`src/rtl/thread_scheduler_if.sv`:
```
// Scheduler <-> pipeline bundle: stall/redirect/halt requests in, fetch/squash/halt status out.
// master = scheduler side, slave = pipeline side.
`timescale 1ns/1ps
interface thread_scheduler_if #(
    parameter int NTHREADS = 2,
    parameter int TID_W    = 1
);
    logic [NTHREADS-1:0] stall;
    logic                redir_valid;
    logic [TID_W-1:0]    redir_tid;
    logic [15:0]         redir_pc;
    logic                halt_valid;
    logic [TID_W-1:0]    halt_tid;
    logic                fetch_valid;
    logic [TID_W-1:0]    fetch_tid;
    logic [15:0]         fetch_pc;
    logic                squash_valid;
    logic [TID_W-1:0]    squash_tid;
    logic [NTHREADS-1:0] thread_halted;
    logic                halt;

    modport master (
        input  stall, redir_valid, redir_tid, redir_pc, halt_valid, halt_tid,
        output fetch_valid, fetch_tid, fetch_pc, squash_valid, squash_tid,
               thread_halted, halt
    );

    modport slave (
        output stall, redir_valid, redir_tid, redir_pc, halt_valid, halt_tid,
        input  fetch_valid, fetch_tid, fetch_pc, squash_valid, squash_tid,
               thread_halted, halt
    );
endinterface

```
`src/rtl/thread_scheduler.sv`:
```
// Barrel-style round-robin fetch scheduler: per-thread PC and run/halt state, redirect/squash, halt.
// Optional macro SCHED_SKIP_STALLED_EN: issue the first eligible thread instead of strict rotation.
`timescale 1ns/1ps
module thread_scheduler #(
    parameter int          NTHREADS  = 2,
    parameter int          TID_W     = 1,
    parameter logic [15:0] PC_STRIDE = 16'h8000
) (
    input  logic                clk,
    input  logic                reset,
    thread_scheduler_if.master  bus
);

    typedef enum logic {T_RUN = 1'b0, T_HALT = 1'b1} tstate_e;

    tstate_e             tstate_q [NTHREADS];
    tstate_e             tstate_n [NTHREADS];
    logic [15:0]         pc_q     [NTHREADS];
    logic [15:0]         pc_n     [NTHREADS];
    logic [TID_W-1:0]    last_q, last_n;

    logic                vld_p1, vld_n;
    logic [TID_W-1:0]    tid_p1, tid_n;
    logic [15:0]         fpc_p1, fpc_n;
    logic                sq_vld_p1, sq_vld_n;
    logic [TID_W-1:0]    sq_tid_p1, sq_tid_n;
    logic                halt_p1, halt_n;

    logic [NTHREADS-1:0] halting, elig, halted_n, halted_q;
    logic                redir_ok, issue;
    logic [TID_W-1:0]    sel;

    function automatic logic [TID_W-1:0] next_tid(input logic [TID_W-1:0] t, input int step);
        return TID_W'((int'(t) + step) % NTHREADS);
    endfunction

    function automatic logic [15:0] reset_pc(input int t);
        return 16'(t * int'(PC_STRIDE));
    endfunction

    always_comb begin
        tstate_n = tstate_q;
        pc_n     = pc_q;
        last_n   = last_q;
        vld_n    = 1'b0;
        tid_n    = tid_p1;
        fpc_n    = fpc_p1;
        sq_vld_n = 1'b0;
        sq_tid_n = sq_tid_p1;
        redir_ok = 1'b0;

        for (int t = 0; t < NTHREADS; t++)
            halting[t] = bus.halt_valid && (int'(bus.halt_tid) == t) && (tstate_q[t] == T_RUN);

        // A halt on the same thread and edge swallows the redirect entirely.
        if (bus.redir_valid && (int'(bus.redir_tid) < NTHREADS))
            redir_ok = (tstate_q[bus.redir_tid] == T_RUN) &&
                       !(bus.halt_valid && (bus.halt_tid == bus.redir_tid));

        for (int t = 0; t < NTHREADS; t++)
            elig[t] = (tstate_q[t] == T_RUN) && !bus.stall[t] && !halting[t] &&
                      !(redir_ok && (int'(bus.redir_tid) == t));

        sel   = next_tid(last_q, 1);
        issue = elig[sel];
`ifdef SCHED_SKIP_STALLED_EN
        // Walk backwards so the nearest eligible thread after last_q wins.
        issue = 1'b0;
        for (int i = NTHREADS; i >= 1; i--) begin
            if (elig[next_tid(last_q, i)]) begin
                issue = 1'b1;
                sel   = next_tid(last_q, i);
            end
        end
        if (issue)
            last_n = sel;
`else
        last_n = sel;
`endif

        if (issue) begin
            vld_n     = 1'b1;
            tid_n     = sel;
            fpc_n     = pc_q[sel];
            pc_n[sel] = pc_q[sel] + 16'd1;
        end

        if (redir_ok) begin
            pc_n[bus.redir_tid] = bus.redir_pc;
            sq_vld_n            = 1'b1;
            sq_tid_n            = bus.redir_tid;
        end

        for (int t = 0; t < NTHREADS; t++) begin
            if (halting[t])
                tstate_n[t] = T_HALT;
            halted_n[t] = (tstate_n[t] == T_HALT);
            halted_q[t] = (tstate_q[t] == T_HALT);
        end
        halt_n = &halted_n;
    end

    // Stage p1: registered fetch/squash/halt outputs
    always_ff @(posedge clk or posedge reset) begin
        if (reset) begin
            for (int t = 0; t < NTHREADS; t++) begin
                tstate_q[t] <= T_RUN;
                pc_q[t]     <= reset_pc(t);
            end
            last_q    <= TID_W'(NTHREADS - 1);
            vld_p1    <= 1'b0;
            tid_p1    <= '0;
            fpc_p1    <= '0;
            sq_vld_p1 <= 1'b0;
            sq_tid_p1 <= '0;
            halt_p1   <= 1'b0;
        end else begin
            tstate_q  <= tstate_n;
            pc_q      <= pc_n;
            last_q    <= last_n;
            vld_p1    <= vld_n;
            tid_p1    <= tid_n;
            fpc_p1    <= fpc_n;
            sq_vld_p1 <= sq_vld_n;
            sq_tid_p1 <= sq_tid_n;
            halt_p1   <= halt_n;
        end
    end

    assign bus.fetch_valid   = vld_p1;
    assign bus.fetch_tid     = tid_p1;
    assign bus.fetch_pc      = fpc_p1;
    assign bus.squash_valid  = sq_vld_p1;
    assign bus.squash_tid    = sq_tid_p1;
    assign bus.thread_halted = halted_q;
    assign bus.halt          = halt_p1;

endmodule

```
`src/flat_wrapper.sv`:
```
// flat-port wrapper written by rule: the top's interface ports become plain ports
module thread_scheduler_flat 
#(
    parameter int          NTHREADS  = 2,
    parameter int          TID_W     = 1,
    parameter logic [15:0] PC_STRIDE = 16'h8000
)
  (clk, reset, bus_stall, bus_redir_valid, bus_redir_tid, bus_redir_pc, bus_halt_valid, bus_halt_tid, bus_fetch_valid, bus_fetch_tid, bus_fetch_pc, bus_squash_valid, bus_squash_tid, bus_thread_halted, bus_halt);
  thread_scheduler_if #(.NTHREADS(NTHREADS), .TID_W(TID_W)) bus_i ();
  input  logic clk;
  input  logic reset;
  input wire logic [$bits(bus_i.stall)-1:0] bus_stall;
  input wire logic [$bits(bus_i.redir_valid)-1:0] bus_redir_valid;
  input wire logic [$bits(bus_i.redir_tid)-1:0] bus_redir_tid;
  input wire logic [$bits(bus_i.redir_pc)-1:0] bus_redir_pc;
  input wire logic [$bits(bus_i.halt_valid)-1:0] bus_halt_valid;
  input wire logic [$bits(bus_i.halt_tid)-1:0] bus_halt_tid;
  output wire logic [$bits(bus_i.fetch_valid)-1:0] bus_fetch_valid;
  output wire logic [$bits(bus_i.fetch_tid)-1:0] bus_fetch_tid;
  output wire logic [$bits(bus_i.fetch_pc)-1:0] bus_fetch_pc;
  output wire logic [$bits(bus_i.squash_valid)-1:0] bus_squash_valid;
  output wire logic [$bits(bus_i.squash_tid)-1:0] bus_squash_tid;
  output wire logic [$bits(bus_i.thread_halted)-1:0] bus_thread_halted;
  output wire logic [$bits(bus_i.halt)-1:0] bus_halt;
  assign bus_i.stall = bus_stall;
  assign bus_i.redir_valid = bus_redir_valid;
  assign bus_i.redir_tid = bus_redir_tid;
  assign bus_i.redir_pc = bus_redir_pc;
  assign bus_i.halt_valid = bus_halt_valid;
  assign bus_i.halt_tid = bus_halt_tid;
  assign bus_fetch_valid = bus_i.fetch_valid;
  assign bus_fetch_tid = bus_i.fetch_tid;
  assign bus_fetch_pc = bus_i.fetch_pc;
  assign bus_squash_valid = bus_i.squash_valid;
  assign bus_squash_tid = bus_i.squash_tid;
  assign bus_thread_halted = bus_i.thread_halted;
  assign bus_halt = bus_i.halt;
  thread_scheduler #(.NTHREADS(NTHREADS), .TID_W(TID_W), .PC_STRIDE(PC_STRIDE)) u_core (.clk(clk), .reset(reset), .bus(bus_i));
endmodule
```
`config.mk`:
```
export PLATFORM = sky130hd
export DESIGN_NAME = thread_scheduler_flat
export DESIGN_NICKNAME = d
export VERILOG_FILES = /design/src/rtl/thread_scheduler_if.sv /design/src/rtl/thread_scheduler.sv /design/src/flat_wrapper.sv
export SDC_FILE = /design/constraint.sdc
export NUM_CORES = 1
export LEC_CHECK = 0
export CORE_MARGIN = 2
export CORE_UTILIZATION = 49
export CTS_CLUSTER_SIZE = 20
export DETAILED_ROUTE_END_ITERATION = 10
export PLACE_DENSITY = 0.82
export SLEW_MARGIN = 20
export SYNTH_ARGS = -nofsm -noshare
export SYNTH_HDL_FRONTEND = slang
export SYNTH_SLANG_ARGS = --single-unit
```
`constraint.sdc`:
```
create_clock -name clk -period 2.75 [get_ports clk]
set_input_delay 0.55 -clock clk [delete_from_list [all_inputs] [get_ports clk]]
set_output_delay 0.55 -clock clk [all_outputs]
set_load 0.02 [all_outputs]
```
==> reports/qor.csv <==
stage,metric,value,unit
clock_tree,clk root buf,clkbuf_8,
clock_tree,post-CTS sizing,0,
cells_and_area,share of layout cells above drive strength 1,0.139,
worst_setup_path,CP Cell Sequence,"mux2_2, ha_1, nand4b_1, a22oi_2, nand4_2, or3_1, a31oi_1",
placed_design,hpwl dp,5220,µm
worst_setup_path,flop-to-flop setup slack,0.31,ns
hold_path,hold path startpoint,u_core.bus.fetch_pc[4]$_DFFE_PP0N_,
drt,drt first pass iters,4,
sta,RSZ-0062 raised after global routing,no,
sta,Tmin final,2.44,ns
floorplanning,height of the chip,83.2,µm
logic_synthesis,Synth Register Bits,56,
placed_design,RePlAce Congestion,0.947,
global_routing,met3 GRT Util,0.0427,
logic_synthesis,cell accounting for the most synthesized area,dfrtp_1,
global_routing,GRT met2 Usage,0.326,
floorplanning,core area,5990,µm²
hold_path,hold crit path type,reg2reg,
drt,# DRC,0,
logic_synthesis,number of synthesized flops with an enable pin,0,
drt,vias post-DR,2489,
clock_tree,CTS tree,built,
global_routing,largest net degree at the start of global routing,57,
global_routing,vias in the first global route,2506,
drt,Vias per Instance,5.72,
logic_synthesis,top-area cell type share of the netlist area,0.440,
logic_synthesis,main flop type after synthesis,dfrtp_1,
logic_synthesis,cells after synthesis,306,
logic_synthesis,synth warn,0,
drt,Post-Route WL,7030,µm
clock_tree,number of post-CTS setup repair buffers,0,
floorplanning,die footprint,6920,µm²
pwr,leakage power,1.66,nW
drt,wire per inst,16.2,µm
logic_synthesis,synth cell count leaders,"dfrtp_1 (54), nand2_1 (49), o21ai_0 (40), mux2i_1 (20)",
sta,hold slack,0.484,ns
cells_and_area,Antenna Cells,0,
clock_tree,Num CTS Buffers,5,
floorplanning,die width,83.2,µm
run_status,status,"finished, final reports clean",
worst_setup_path,worst reg2reg path startpoint,u_core.last_q$_DFF_PP1_,
cells_and_area,Synth-to-Final Area Change,23.3,%
worst_setup_path,critical-path maximum fanout,10,
logic_synthesis,most frequent cell after synthesis,dfrtp_1,
clock_tree,clock transition at the registers of the reported paths,0.09,ns
clock_tree,deepest clock path buffer count,2,
drt,"antenna viol nets, final",0,
placed_design,Placed Area,3680,µm²
worst_setup_path,crit path launch,u_core.last_q$_DFF_PP1_,
pwr,power consumption,2.15,mW
floorplanning,Initial Utilization,0.513,
floorplanning,IO Count,47,
sta,Tcrit/Tclk final,0.886,
clock_tree,CTS Sinks,56,
global_routing,All-Layer GR Usage,0.214,
logic_synthesis,ys async rst share,1.00,
pwr,Worst IR Drop VDD,0.000344,V
sta,Max Freq,0.410,GHz
logic_synthesis,Yosys cell types,52,
clock_tree,H-tree Lvls,2,
sta,setup ws final,0.313,ns
cells_and_area,Final #Nets,384,
worst_setup_path,critical path arrival,2.66,ns
sta,Final setup viols,0,
placed_design,Port Buffers,46,
clock_tree,Skew-Pair Late Insertion Delay,0.31,ns
placed_design,Post-Place Setup Slack,0.126,ns
worst_setup_path,CP Class,reg2reg,
global_routing,number of antenna violations at the first check in global routing,0,
global_routing,first-pass GRT wire length,12000,µm
pwr,PD cells,567,nW/µm²
worst_setup_path,Worst Path Required,2.97,ns
sta,slew margin rel.,0.648,
sta,final hold vios,0,
drt,Starting DRT DRC Count,200,
sta,Worst Clk Skew,0.00647,ns
worst_setup_path,Critical Path Slowest Stage Cell,dfstp_2,
logic_synthesis,net count after synthesis,331,
clock_tree,hold_buf cts,0,
logic_synthesis,Area contributors post-synth,"dfrtp_1 (44%), mux2i_1 (6.5%), o21ai_0 (6.5%), nand2_1 (6.0%), xor2_1 (3.7%)",
logic_synthesis,register area share after synthesis,0.457,
logic_synthesis,synthesized area per cell,10.0,µm²
worst_setup_path,cell family with most CP delay,simple AND/OR/NAND/NOR gates,
global_routing,gr busiest metal,met2,
sta,slew at the pin closest to its max-slew limit,0.514,ns
cells_and_area,fin area,3790,µm²
worst_setup_path,max incr delay on CP,0.68,ns
worst_setup_path,crit end category,register,
global_routing,met1 usage,0.302,
floorplanning,Core Rows,28,
global_routing,GR Overflow Total,0,
flow_run,Max-Cap Viols,0,
sta,"Slew Viols, Final",0,
logic_synthesis,Mapped Area,3070,µm²
sta,setup TNS,0,ns
worst_setup_path,crit start category,register,
worst_setup_path,Worst Path Buf+Inv,0,
[cell usage in the layout, fill, tap and decap left out, types with 2 or more instances in the layout]
master	synthesis	routed
nor2_1	12	12
mux2i_1	20	20
mux2_2	3	3
dfstp_2	2	2
nand2_1	49	49
a21oi_1	6	6
dfrtp_1	54	54
nand3_1	13	13
and3_1	2	2
nand4b_4	2	2
clkbuf_8	0	5
o31ai_1	3	3
o21ai_0	40	40
nand4_2	2	2
nand3b_4	2	2
a22oi_4	2	2
nand3_2	2	2
a31oi_1	5	5
or3_1	3	3
nand4_1	6	6
buf_4	0	14
a22oi_2	2	2
nand3b_1	3	3
clkdlybuf4s50_1	0	46
a22oi_1	4	4
xnor2_1	7	7
inv_1	7	6
xor2_1	13	13
mux2_1	2	2
or4_1	3	3
[worst paths after layout]
path,cells after the start,end
worst max-delay path,7,u_core.pc_q[30]$_DFF_PP0_
worst min-delay path,2,u_core.bus.fetch_pc[4]$_DFFE_PP0N_
worst max register to register,7,u_core.pc_q[30]$_DFF_PP0_
worst min register to register,2,u_core.bus.fetch_pc[4]$_DFFE_PP0N_
max in group asynchronous,3,u_core.last_q$_DFF_PP1_
min in group asynchronous,3,u_core.bus.fetch_pc[15]$_DFFE_PP0N_
[registers in the layout (all words and copies together) (netlist names)]
signal,count
u_core.last_q,1
u_core.bus.halt,1
u_core.bus.fetch_pc,16
u_core.pc_q,32
u_core.bus.squash_tid,1
u_core.bus.fetch_valid,1
u_core.bus.fetch_tid,1
u_core.bus.thread_halted,2
u_core.bus.squash_valid,1
[layer usage]
metal,vias up,share of wire
li1,1190,-
met1,1211,0.47
met2,75,0.46
met3,13,0.047
met4,0,0.023
met5,-,0
[final cells by class]
type	count	area, µm²
inverters	7	26.3
multi-input cells	228	1570
clock buffers	6	72.6
well taps	75	93.8
repair buffers	61	586
flip-flops and latches	56	1400
clock inverters	2	35.0
fillers	459	2200
[tightest hold or removal path: stages (launching register included)]
cell and delay, ns:
dfrtp_1 0.35, nand2_1 0.04, o21ai_0 0.06
[logic make-up (layout without fill, tap and decap cells)]
logic type | Yosys count | count (layout) | share of synthesized area
buffers and inverters | 22 | 76 | 0.0358
XOR/XNOR | 20 | 20 | 0.0570
flip-flops | 56 | 56 | 0.457
AND/OR/NAND/NOR | 111 | 111 | 0.206
AO/OA/AOI/OAI | 70 | 70 | 0.152
multiplexers | 26 | 26 | 0.0879
adder cells (fa/ha/maj) | 1 | 1 | 0.00407
[metrics by stage]
step,utilization,std cells
2_1_floorplan,-,306
3_3_place_gp,0.615,427
3_5_place_dp,0.615,427
4_1_cts,0.633,435
5_1_grt,0.633,435
6_report,0.633,435
[power by group]
group          internal [mW]  total (mW)  switching [mW]  leakage (nW)
registers              0.973        1.12           0.148         0.701
clock network          0.271       0.525           0.255        0.0552
logic                  0.244       0.505           0.261         0.904
No activity file was read; power rests on OpenSTA's default activity.
